File: config.mk
export PLATFORM = sky130hd
export DESIGN_NAME = alu_iterative
export DESIGN_NICKNAME = d
export VERILOG_FILES = /design/src/rtl/alu_iterative.sv
export SDC_FILE = /design/constraint.sdc
export NUM_CORES = 1
export LEC_CHECK = 0
export CAP_MARGIN = 0
export CORE_ASPECT_RATIO = 0.7
export CORE_MARGIN = 8
export CORE_UTILIZATION = 50
export CTS_CLUSTER_DIAMETER = 80
export DETAILED_ROUTE_END_ITERATION = 16
export PLACE_DENSITY = 0.72
export SYNTH_ARGS = -nofsm -noshare
export SYNTH_HDL_FRONTEND = slang
export SYNTH_SLANG_ARGS = --single-unit
File: constraint.sdc
create_clock -name clk -period 4.3 [get_ports clk]
set_input_delay 0.43 -clock clk [delete_from_list [all_inputs] [get_ports clk]]
set_output_delay 0.43 -clock clk [all_outputs]
set_load 0.1 [all_outputs]
File: src/rtl/alu_iterative.sv
// Multi-cycle ALU: single-cycle add/sub/and/or/slt, iterative 1-bit-per-cycle shifts.
// One request per in_valid/in_ready handshake; the result is held in DONE until out_ready.
module alu_iterative #(
    parameter int WIDTH   = 32,
    parameter int SHAMT_W = $clog2(WIDTH)
) (
    input  logic             clk,
    input  logic             rst,
    input  logic             in_valid,
    output logic             in_ready,
    input  logic [WIDTH-1:0] op_a,
    input  logic [WIDTH-1:0] op_b,
    input  logic [2:0]       alu_ctrl,
    input  logic             branch_neg,
    output logic             out_valid,
    input  logic             out_ready,
    output logic [WIDTH-1:0] result,
    output logic             zero,
    output logic             branch_taken
);

    typedef enum logic [1:0] {
        IDLE  = 2'd0,
        SHIFT = 2'd1,
        DONE  = 2'd2
    } state_t;

    localparam logic [2:0] OP_ADD = 3'b000;
    localparam logic [2:0] OP_SUB = 3'b001;
    localparam logic [2:0] OP_AND = 3'b010;
    localparam logic [2:0] OP_OR  = 3'b011;
    localparam logic [2:0] OP_SLL = 3'b100;
    localparam logic [2:0] OP_SLT = 3'b101;
    localparam logic [2:0] OP_SRL = 3'b110;
    localparam logic [2:0] OP_SRA = 3'b111;

    state_t             state_q, state_d;
    logic [WIDTH-1:0]   acc_q, acc_d;
    logic [SHAMT_W-1:0] cnt_q, cnt_d;
    logic [2:0]         ctrl_q, ctrl_d;
    logic               bneg_q, bneg_d;
    logic [WIDTH-1:0]   result_q, result_d;
    logic               zero_q, zero_d;
    logic               bt_q, bt_d;

    logic [SHAMT_W-1:0] shamt;
    logic               is_shift;
    logic [WIDTH-1:0]   alu_res;
    logic [WIDTH-1:0]   shift_res;
    logic               load;
    logic [WIDTH-1:0]   fin;
    logic               fin_bneg;
    logic               fin_zero;

    assign shamt    = op_b[SHAMT_W-1:0];
    assign is_shift = (alu_ctrl == OP_SLL) || (alu_ctrl == OP_SRL) || (alu_ctrl == OP_SRA);

    // Single-cycle ops; a shift only reaches here with shamt==0, so it passes op_a through.
    always_comb begin
        alu_res = op_a;
        case (alu_ctrl)
            OP_ADD:  alu_res = op_a + op_b;
            OP_SUB:  alu_res = op_a - op_b;
            OP_AND:  alu_res = op_a & op_b;
            OP_OR:   alu_res = op_a | op_b;
            OP_SLT:  alu_res = {{(WIDTH-1){1'b0}}, ($signed(op_a) < $signed(op_b))};
            default: alu_res = op_a;
        endcase
    end

    always_comb begin
        shift_res = acc_q;
        case (ctrl_q)
            OP_SLL:  shift_res = {acc_q[WIDTH-2:0], 1'b0};
            OP_SRL:  shift_res = {1'b0, acc_q[WIDTH-1:1]};
            OP_SRA:  shift_res = {acc_q[WIDTH-1], acc_q[WIDTH-1:1]};
            default: shift_res = acc_q;
        endcase
    end

    always_comb begin
        state_d  = state_q;
        acc_d    = acc_q;
        cnt_d    = cnt_q;
        ctrl_d   = ctrl_q;
        bneg_d   = bneg_q;
        load     = 1'b0;
        fin      = alu_res;
        fin_bneg = branch_neg;
        case (state_q)
            IDLE: begin
                if (in_valid) begin
                    acc_d  = op_a;
                    cnt_d  = shamt;
                    ctrl_d = alu_ctrl;
                    bneg_d = branch_neg;
                    if (is_shift && (shamt != '0)) begin
                        state_d = SHIFT;
                    end else begin
                        state_d = DONE;
                        load    = 1'b1;
                    end
                end
            end
            SHIFT: begin
                acc_d = shift_res;
                cnt_d = cnt_q - SHAMT_W'(1);
                if (cnt_q == SHAMT_W'(1)) begin
                    state_d  = DONE;
                    load     = 1'b1;
                    fin      = shift_res;
                    fin_bneg = bneg_q;
                end
            end
            DONE: begin
                if (out_ready) state_d = IDLE;
            end
            default: state_d = IDLE;
        endcase
    end

    // Result and flags only update when an op completes, so they hold while not valid.
    always_comb begin
        fin_zero = (fin == '0);
        result_d = result_q;
        zero_d   = zero_q;
        bt_d     = bt_q;
        if (load) begin
            result_d = fin;
            zero_d   = fin_zero;
            bt_d     = fin_bneg ? fin_zero : ~fin_zero;
        end
    end

    always_ff @(posedge clk or posedge rst) begin
        if (rst) begin
            state_q  <= IDLE;
            acc_q    <= '0;
            cnt_q    <= '0;
            ctrl_q   <= '0;
            bneg_q   <= 1'b0;
            result_q <= '0;
            zero_q   <= 1'b1;
            bt_q     <= 1'b0;
        end else begin
            state_q  <= state_d;
            acc_q    <= acc_d;
            cnt_q    <= cnt_d;
            ctrl_q   <= ctrl_d;
            bneg_q   <= bneg_d;
            result_q <= result_d;
            zero_q   <= zero_d;
            bt_q     <= bt_d;
        end
    end

    assign in_ready     = (state_q == IDLE);
    assign out_valid    = (state_q == DONE);
    assign result       = result_q;
    assign zero         = zero_q;
    assign branch_taken = bt_q;

endmodule

==> results of run 1 <==
==> flip-flops by register name (all words and copies together), names as in the netlist <==
signal	count
zero	1
branch_taken	1
acc_q	32
cnt_q	5
ctrl_q	3
bneg_q	1
state_q	2
result	32
==> how the worst max path moves through the flow <==
stage                   from           end  slack, ns  cells past startpoint
global placement     op_a[0]  branch_taken      -0.71                     16
CTS                  op_b[2]  branch_taken       0.02                     16
finish              op_a[19]  branch_taken       0.06                     16
global route        op_a[11]  branch_taken      -0.07                     16
floorplan            op_a[0]  branch_taken       0.22                     14
detailed placement   op_a[0]  branch_taken      -0.88                     16
==> worst min-delay path, delay by kind of cell (launching register included) <==
family / cells / cell delay, ns
DFF: 1 / 0.34
and+or+nand+nor: 2 / 0.10
==> synth_stat cells (13+ instances only) <==
| library cell | n | share of area (%) |
|---|---|---|
| a21oi_1 | 113 | 5.8 |
| a22oi_1 | 38 | 2.9 |
| buf_1 | 14 | 0.54 |
| clkbuf_1 | 70 | 2.7 |
| dfrtp_1 | 76 | 19 |
| ha_1 | 113 | 14 |
| inv_1 | 102 | 3.9 |
| mux2_2 | 17 | 2.0 |
| nand2_1 | 131 | 5.0 |
| nand3_1 | 24 | 1.2 |
| nand4_1 | 13 | 0.83 |
| nor2_1 | 101 | 3.9 |
| nor2b_1 | 14 | 0.89 |
| nor3_1 | 36 | 1.8 |
| nor4_1 | 14 | 0.89 |
| o211ai_1 | 26 | 2.0 |
| o21ai_0 | 122 | 6.2 |
| o22ai_1 | 28 | 1.8 |
| o31ai_1 | 16 | 1.2 |
| xnor2_1 | 19 | 1.7 |
==> metal layers <==
metal / part of all wire (%) / up-vias / wire [um] / track usage (%)
li1: - / 5761 / - / -
met1: 40 / 6159 / 18200 / 47.0
met2: 44 / 986 / 20000 / 55.4
met3: 11 / 195 / 5170 / 8.84
met4: 5.2 / 2 / 2360 / 14.7
met5: 0.024 / - / 11 / 0
==> timing repair <==
item | CTS | global route
buffers inserted | 5 | 13
gates resized for setup | 59 | 92
pin swaps | 17 | 29
setup endpoints to repair | 2 | 2
==> layout make-up <==
cell class / instances / area, um^2
flip-flops and latches: 77 / 1930
multi-input cells: 1059 / 7800
well taps: 270 / 338
repair buffers: 496 / 4020
inverters: 104 / 392
clock inverters: 6 / 72.6
clock buffers: 10 / 229
fillers: 1550 / 4760
==> cell usage in the layout, fill, tap and decap left out, types with 19 or more instances in the layout <==
cell type / count
a21oi_1: 96
a22oi_1: 38
buf_4: 386
clkdlybuf4s50_1: 93
dfrtp_1: 76
ha_1: 99
inv_1: 93
nand2_1: 129
nand3_1: 23
nor2_1: 97
nor3_1: 29
o211ai_1: 26
o21ai_0: 114
o22ai_1: 28
xnor2_1: 19
==> through the flow <==
step	setup WS, ns	hold slack (ns)	setup TNS [ns]	util, %
after CTS	0.0165	0.481	0	73.0
after detailed placement	-0.884	0.466	-1.85	69.9
after global routing	-0.0745	0.501	-0.0745	75.6
after global placement	-0.709	0.452	-1.26	69.9
final	0.0642	0.477	0	75.6
after floorplan	0.220	0.445	0	-
==> where the power goes <==
group | switching [W] | internal (W)
Combinational | 0.00313 | 0.00163
Clock | 0.000331 | 0.000455
Sequential | 0.000360 | 0.00109
Total | 0.00383 | 0.00318
==> logic make-up (layout without fill, tap and decap cells) <==
group                      Yosys count  in the layout  synth area share, %
and+or+nand+nor                    387            387                 18.4
adders and majority gates          115            115                 14.8
AOI/OAI and AO/OA                  505            505                 34.1
xor gates and xnor gates            28             28                 2.50
muxes                               24             24                 2.79
buffers and inverters              197            616                 7.74
DFF                                 77             77                 19.7
==> results.md, run 1 <==
- Status: complete, no violations
- Cell family with most CP delay: compound AO/OA/AOI/OAI gates
- Final wirelength: 45700 um
- Post-layout min period: 4.24 ns
- Grt ovf: 0
- Dpl cells: 1988
- CTS tree: built
- Worst Path Buf+Inv: 3
- H-tree levels: 3
- Antenna violations before repair: 1
- Post-Syn Area: 9810 um^2
- Max frequency: 0.236 GHz
- First-pass GRT wire length: 69500 um
- VDD IR max: 0.663 mV
- Routed len/inst: 22.6 um
- CTS buffer count: 9
- GPL Wtd Cong: 1.04
- Dpl cell area: 13700 um^2
- Fin cells: 2022
- Max Cap Viol: 0
- Asr flop ratio synth: 100%
- Register area share after synthesis: 19.7%
- Initial Util: 50.2%
- Design Area, Final: 14800 um^2
- Dpl hpwl: 35900 um
- Clock sink count: 77
- Worst-case clock buffer depth: 2
- Share of post-route cells with drive strength above 1: 30.9%
- Nets: 1934
- Worst rel slew slack: 32.2%
- Cells after Synth: 1333
- P_leak: 6.76 nW
- R2r setup slk: 0.11 ns
- Hold EP: result[5]
- Reg2reg path depth: 17
- Clock slew at reported path FFs: 0.07 ns
- Chip height: 133 um
- Reg2reg start: cnt_q[1]
- Post-synthesis cell type count: 79
- Number of hold buffers added after CTS: 0
- Worst slew pin tran: 1.01 ns
- Crit-path max FO: 5
- Crit start category: primary input
- Worst Path Required: 4.57 ns
- Critical path, cell by cell: clkdlybuf4s50_1 > inv_1 > ha_1 > buf_4 > nand2_1 > o21ai_0 > a21oi_1 > o211ai_1 > a21oi_2 > xnor2_1 > a221oi_1 > a221oi_1 > a2111oi_4 > and4b_1 > or4b_4 > a31oi_1
- Vias in the first global route: 12328
- Worst Min Path Start: result[5]
- Vias: 13103
- Die area: 24400 um^2
- Worst path most repeated cell: a221oi_1
- Yosys reg bits: 77
- Later-pin clock latency in the skew report: 0.35 ns
- Finish-stage setup viols: 0
- Root buffer cell: clkbuf_16
- Tot Pwr: 0.00700 W
- Net Count, Synth: 1520
- Initial DRT Pass Iterations: 6
- Die X: 183 um
- Critical setup path kind: primary input to flip-flop
- Starting DRC count in detailed routing: 1765
- N_diodes: 0
- Average vias per placed instance: 6.48
- Post-synth EDFFs: 0
- Average cell area after synthesis: 7.36 um^2
- Hold crit path type: flip-flop to flip-flop
- Final Cycle Share: 98.5%
- DRT antenna net count: 0
- CP arrival: 4.51 ns
- Gr usage total: 35.8%
- Pwr per Cell Area: 474 nW/um^2
- CP Capture Type: flip-flop
- Largest net degree at the start of global routing: 53
- CP max stage cell: clkdlybuf4s50_1
- Yosys warns: 0
- Worst hold path stage count: 2
- Cell Rows: 43
- Residual DRC count: 0
- Reg-to-Reg End: branch_taken
- Slowest stage delay, CP: 0.62 ns
- Number of port buffers: 107
- Final Max Tran Viols: 0
- Synth-to-Final Area Change: 50.6%
- CORE AREA: 19500 um^2
- Main synth FF type: dfrtp_1
- Fin. Hold Viols: 0
- Final Skew: 0.0131 ns
- I/O pins: 108
(Power assumes the default switching activity.)
==> run 2: changes to the inputs <==
--- a/config.mk
+++ b/config.mk
@@ -9,7 +9,7 @@
 export CORE_ASPECT_RATIO = 0.7
 export CORE_MARGIN = 8
 export CORE_UTILIZATION = 50
-export CTS_CLUSTER_DIAMETER = 80
+export CTS_CLUSTER_DIAMETER = 200
 export DETAILED_ROUTE_END_ITERATION = 16
 export PLACE_DENSITY = 0.72
 export SYNTH_ARGS = -nofsm -noshare
==> results of run 2 <==
Final layout, timing and power as in run 1 (identical DEF).
==> run 3: changes to the inputs <==
--- a/config.mk
+++ b/config.mk
@@ -8,10 +8,10 @@
 export CAP_MARGIN = 0
 export CORE_ASPECT_RATIO = 0.7
 export CORE_MARGIN = 8
-export CORE_UTILIZATION = 50
+export CORE_UTILIZATION = 59
 export CTS_CLUSTER_DIAMETER = 200
 export DETAILED_ROUTE_END_ITERATION = 16
-export PLACE_DENSITY = 0.72
+export PLACE_DENSITY = 0.83
 export SYNTH_ARGS = -nofsm -noshare
 export SYNTH_HDL_FRONTEND = slang
 export SYNTH_SLANG_ARGS = --single-unit
==> run 3 against run 2 <==
Compared with the run above:
- the flow now stops in 5_1_grt
- synthesized area stayed put
- synthesized cell count is the same
==> results.md, run 3 <==
- Status: stopped before the end (was complete, no violations)
- Last stage the flow got to: 5_1_grt
- Error msg: [ERROR GRT-0232] Routing congestion too high. Check the congestion heatmap in the GUI.
- Main synth FF type: dfrtp_1 (unchanged)
- Grt ovf: 30
- Dpl hpwl: 33500 um (was 35900 um)
- Root buffer cell: clkbuf_16 (unchanged)
- Worst endpoint, post-GRT repair: branch_taken$_DFFE_PP0P_/D
- Gr usage total: 65.6%
- Post-synth top area cell: dfrtp_1 (unchanged)
- Clock sink count: 77 (unchanged)
- Die X: 170 um (was 183 um)
- Initial Util: 60.2% (was 50.2%)
- Number of hold buffers added after CTS: 0 (unchanged)
- H-tree levels: 3 (unchanged)
- Largest net degree at the start of global routing: 57
- Average cell area after synthesis: 7.36 um^2 (unchanged)
- Top cells by area, synth: dfrtp_1 19%, ha_1 14%, o21ai_0 6.2% (unchanged)
- Asr flop ratio synth: 100% (unchanged)
- CTS buffer count: 9 (unchanged)
- Chip height: 124 um (was 133 um)
- Post-synth EDFFs: 0 (unchanged)
- Yosys top cell area share: 19.4% (unchanged)
- Yosys warns: 0 (unchanged)
- Cell Rows: 39 (was 43)
- Cells after Synth: 1333 (unchanged)
- GPL Wtd Cong: 1.19 (was 1.04)
- Worst EP kind: sequential cell input
- Number of port buffers: 107 (unchanged)
- Net Count, Synth: 1520 (unchanged)
- Post-synthesis cell type count: 79 (unchanged)
- I/O pins: 108 (unchanged)
- Worst-case clock buffer depth: 2 (unchanged)
- Register area share after synthesis: 19.7% (unchanged)
- Yosys reg bits: 77 (unchanged)
- Synth top cells by count: 131 x nand2_1, 122 x o21ai_0, 113 x a21oi_1, 113 x ha_1, 102 x inv_1 (unchanged)
- Top-count cell post-synth: nand2_1 (unchanged)
- Post-Syn Area: 9810 um^2 (unchanged)
## run 3: cell counts after synthesis
No cell type changed its count.
## run 3: metrics by stage
stage	cell area (um^2)	util [%]	setup WS [ns]	std cells
after floorplan	9810	-	0.220	1333
after global placement	13500	82.5	-0.723	1923
after detailed placement	13500	82.5	-0.886	1923
after CTS	14000	85.8	0.0000844	1942
## run 3: timing repair
item,in CTS
endpoints found under the setup margin,4
resized for setup,46
pin swaps,10
buffers inserted,3
## run 3: per-layer routing
| layer | overflow | track usage (%) |
|---|---|---|
| met5 | 0 | 23.6 |
| met4 | 16 | 58.8 |
| met3 | 0 | 57.1 |
| met2 | 13 | 80.3 |
| met1 | 1 | 65.2 |
## run 3: logic make-up after synthesis
family	share of synthesized area (%)
AOI/OAI and AO/OA	34.1
xor gates and xnor gates	2.50
adders and majority gates	14.8
buffers and inverters	7.74
DFF	19.7
muxes	2.79
and+or+nand+nor	18.4
==> run 4: changes to the inputs <==
==> config.mk (replaced) <==
export PLATFORM = sky130hd
export DESIGN_NAME = alu_iterative
export DESIGN_NICKNAME = d
export VERILOG_FILES = /design/src/rtl/alu_iterative.sv
export SDC_FILE = /design/constraint.sdc
export NUM_CORES = 1
export LEC_CHECK = 0
export CAP_MARGIN = 0
export CORE_MARGIN = 8
export CORE_UTILIZATION = 40
export DETAILED_ROUTE_END_ITERATION = 16
export PLACE_DENSITY_LB_ADDON = 0.15
export SYNTH_ARGS = -nofsm -noshare
export SYNTH_HDL_FRONTEND = slang
export SYNTH_SLANG_ARGS = --single-unit
==> run 4 against run 3 <==
Compared with the run above:
- the flow now finishes without violations
==> results.md, run 4 (same netlist as run 1, synthesis figures left out) <==
- Status: complete, no violations (was stopped before the end)
- Clock share of power: 11.1%
- Worst slew pin tran: 1.01 ns
- Post-layout min period: 4.26 ns
- Later-pin clock latency in the skew report: 0.35 ns
- Number of port buffers: 107 (unchanged)
- Core Util, Final: 63.4%
- Switching share of total power: 54.3%
- Number of hold buffers added after CTS: 0 (unchanged)
- Share of post-route cells with drive strength above 1: 34.0%
- Gr usage total: 29.8%
- Worst Path Required: 4.58 ns
- CTS buffer count: 9 (unchanged)
- Filler cell count: 2197
- Final Cycle Share: 99.2%
- Unrepaired setup endpoints after global routing: yes
- CP Capture Type: flip-flop
- Sequential power share: 20.0%
- Residual DRC count: 0
- H-tree levels: 3 (unchanged)
- Tot Pwr: 0.00697 W
- Finish-stage setup viols: 0
- Clock sink count: 77 (unchanged)
- Hold Worst Slack: 0.342 ns
- Dpl hpwl: 36600 um (was 33500 um)
- Pwr per Cell Area: 455 nW/um^2
- Fin cells: 2119
- Final wirelength: 46500 um
- Nets: 1977
- Switching power: 0.00379 W
- CTS tree: built
- Final Skew: 0.0125 ns
- Synth-to-Final Area Change: 56.1%
- Max Cap Viol: 0
- Crit-path max FO: 4
- Final Max Tran Viols: 0
- Cell Rows: 57 (was 39)
- Hold crit path type: primary input to async pin
- Clock slew at reported path FFs: 0.07 ns
- Grt ovf: 0
- GPL Wtd Cong: 0.974 (was 1.19)
- P_leak: 7.12 nW
- Pre-CTS WS: -0.915 ns (was -0.886 ns)
- Most frequent cells in the layout: 420 x buf_4, 128 x nand2_1, 113 x o21ai_0
- Average vias per placed instance: 5.92
- Worst-case clock buffer depth: 2 (unchanged)
- Fin. Hold Viols: 0
- N_diodes: 0
- Crit start category: primary input
- Dpl cells: 2077 (was 1923)
- Starting DRC count in detailed routing: 1225
- Critical setup path kind: primary input to flip-flop
- Gate power share: 68.9%
- I/O pins: 108 (unchanged)
- CP arrival: 4.55 ns
- CORE AREA: 24200 um^2
- Root buffer cell: clkbuf_16 (unchanged)
- Chip height: 173 um (was 124 um)
- Die area: 29800 um^2
- Vias: 12546
- Vias in the first global route: 12584
- Routed len/inst: 21.9 um
- VDD IR max: 0.683 mV
- Antenna violations before repair: 0
- Worst setup margin: 0.0351 ns
- Pint: 0.00319 W
- First-pass GRT wire length: 71300 um
- Largest net degree at the start of global routing: 43
- Initial Util: 40.6% (was 60.2%)
- Max frequency: 0.234 GHz
- Commonest non-fill, non-tap cell in the layout: buf_4
- Worst rel slew slack: 32.4%
- Die X: 173 um (was 170 um)
- Initial DRT Pass Iterations: 6
- DRT antenna net count: 0
==> run 4: what timing repair did <==
action,CTS,global route
gates resized for setup,72,133
endpoints found under the setup margin,2,2
pin swaps,30,40
buffers inserted,7,19
==> run 4: path summary, 6_finish.rpt <==
check                           slack, ns  depth (start not counted)      endpoint      start
worst max-delay path                 0.04                         17  branch_taken    op_b[0]
worst min register to register       0.47                          2     result[5]  result[5]
min in group clk                     0.42                          4      cnt_q[0]    op_b[0]
max in group asynchronous            3.18                          3      acc_q[9]        rst
worst min-delay path                 0.34                          2     result[0]        rst
worst max register to register       0.19                         17  branch_taken   cnt_q[1]
==> run 4: layout make-up <==
type	count	area [um^2]	area share, %
multi-input cells	1059	7900	51.5
repair buffers	539	4410	28.8
flip-flops and latches	77	1930	12.6
well taps	324	405	2.65
inverters	104	392	2.56
clock buffers	9	225	1.47
clock inverters	7	57.6	0.376
==> run 4: power by group through the flow <==
stage	Clock (W)	Sequential, W	Combinational (W)
final	0.000773	0.00140	0.00480
after CTS	0.000777	0.00139	0.00465
after detailed placement	0	0.00140	0.00457
after global placement	0	0.00139	0.00452
after global routing	0.000802	0.00144	0.00510
after floorplan	0	0.00244	0.00186
==> run 4: metal layers <==
| layer | GRT usage, % | routed length (um) | vias up |
|---|---|---|---|
| li1 | - | - | 5839 |
| met1 | 36.5 | 19000 | 6014 |
| met2 | 50.3 | 21900 | 557 |
| met3 | 5.86 | 3730 | 136 |
| met4 | 12.5 | 1930 | 0 |
| met5 | 0 | 0 | - |
==> run 4: stage by stage <==
| stage | setup TNS (ns) | cell area, um^2 |
|---|---|---|
| 2_1_floorplan | 0 | 9810 |
| 3_3_place_gp | -1.97 | 14000 |
| 3_5_place_dp | -2.35 | 14000 |
| 4_1_cts | 0 | 14700 |
| 5_1_grt | -0.186 | 15300 |
| 6_report | 0 | 15300 |
==> run 4: critical path: stages <==
cell and delay, ns:
buf_6 0.09, buf_6 0.11, ha_4 0.15, fa_2 0.34
a21o_1 0.21, a221o_1 0.40, a32o_2 0.29, or2_4 0.29
a221oi_4 0.26, a211oi_2 0.13, or3_4 0.40, nor4_4 0.26
buf_4 0.14, and4b_1 0.21, and4b_1 0.21, or4b_1 0.43
a31oi_1 0.17
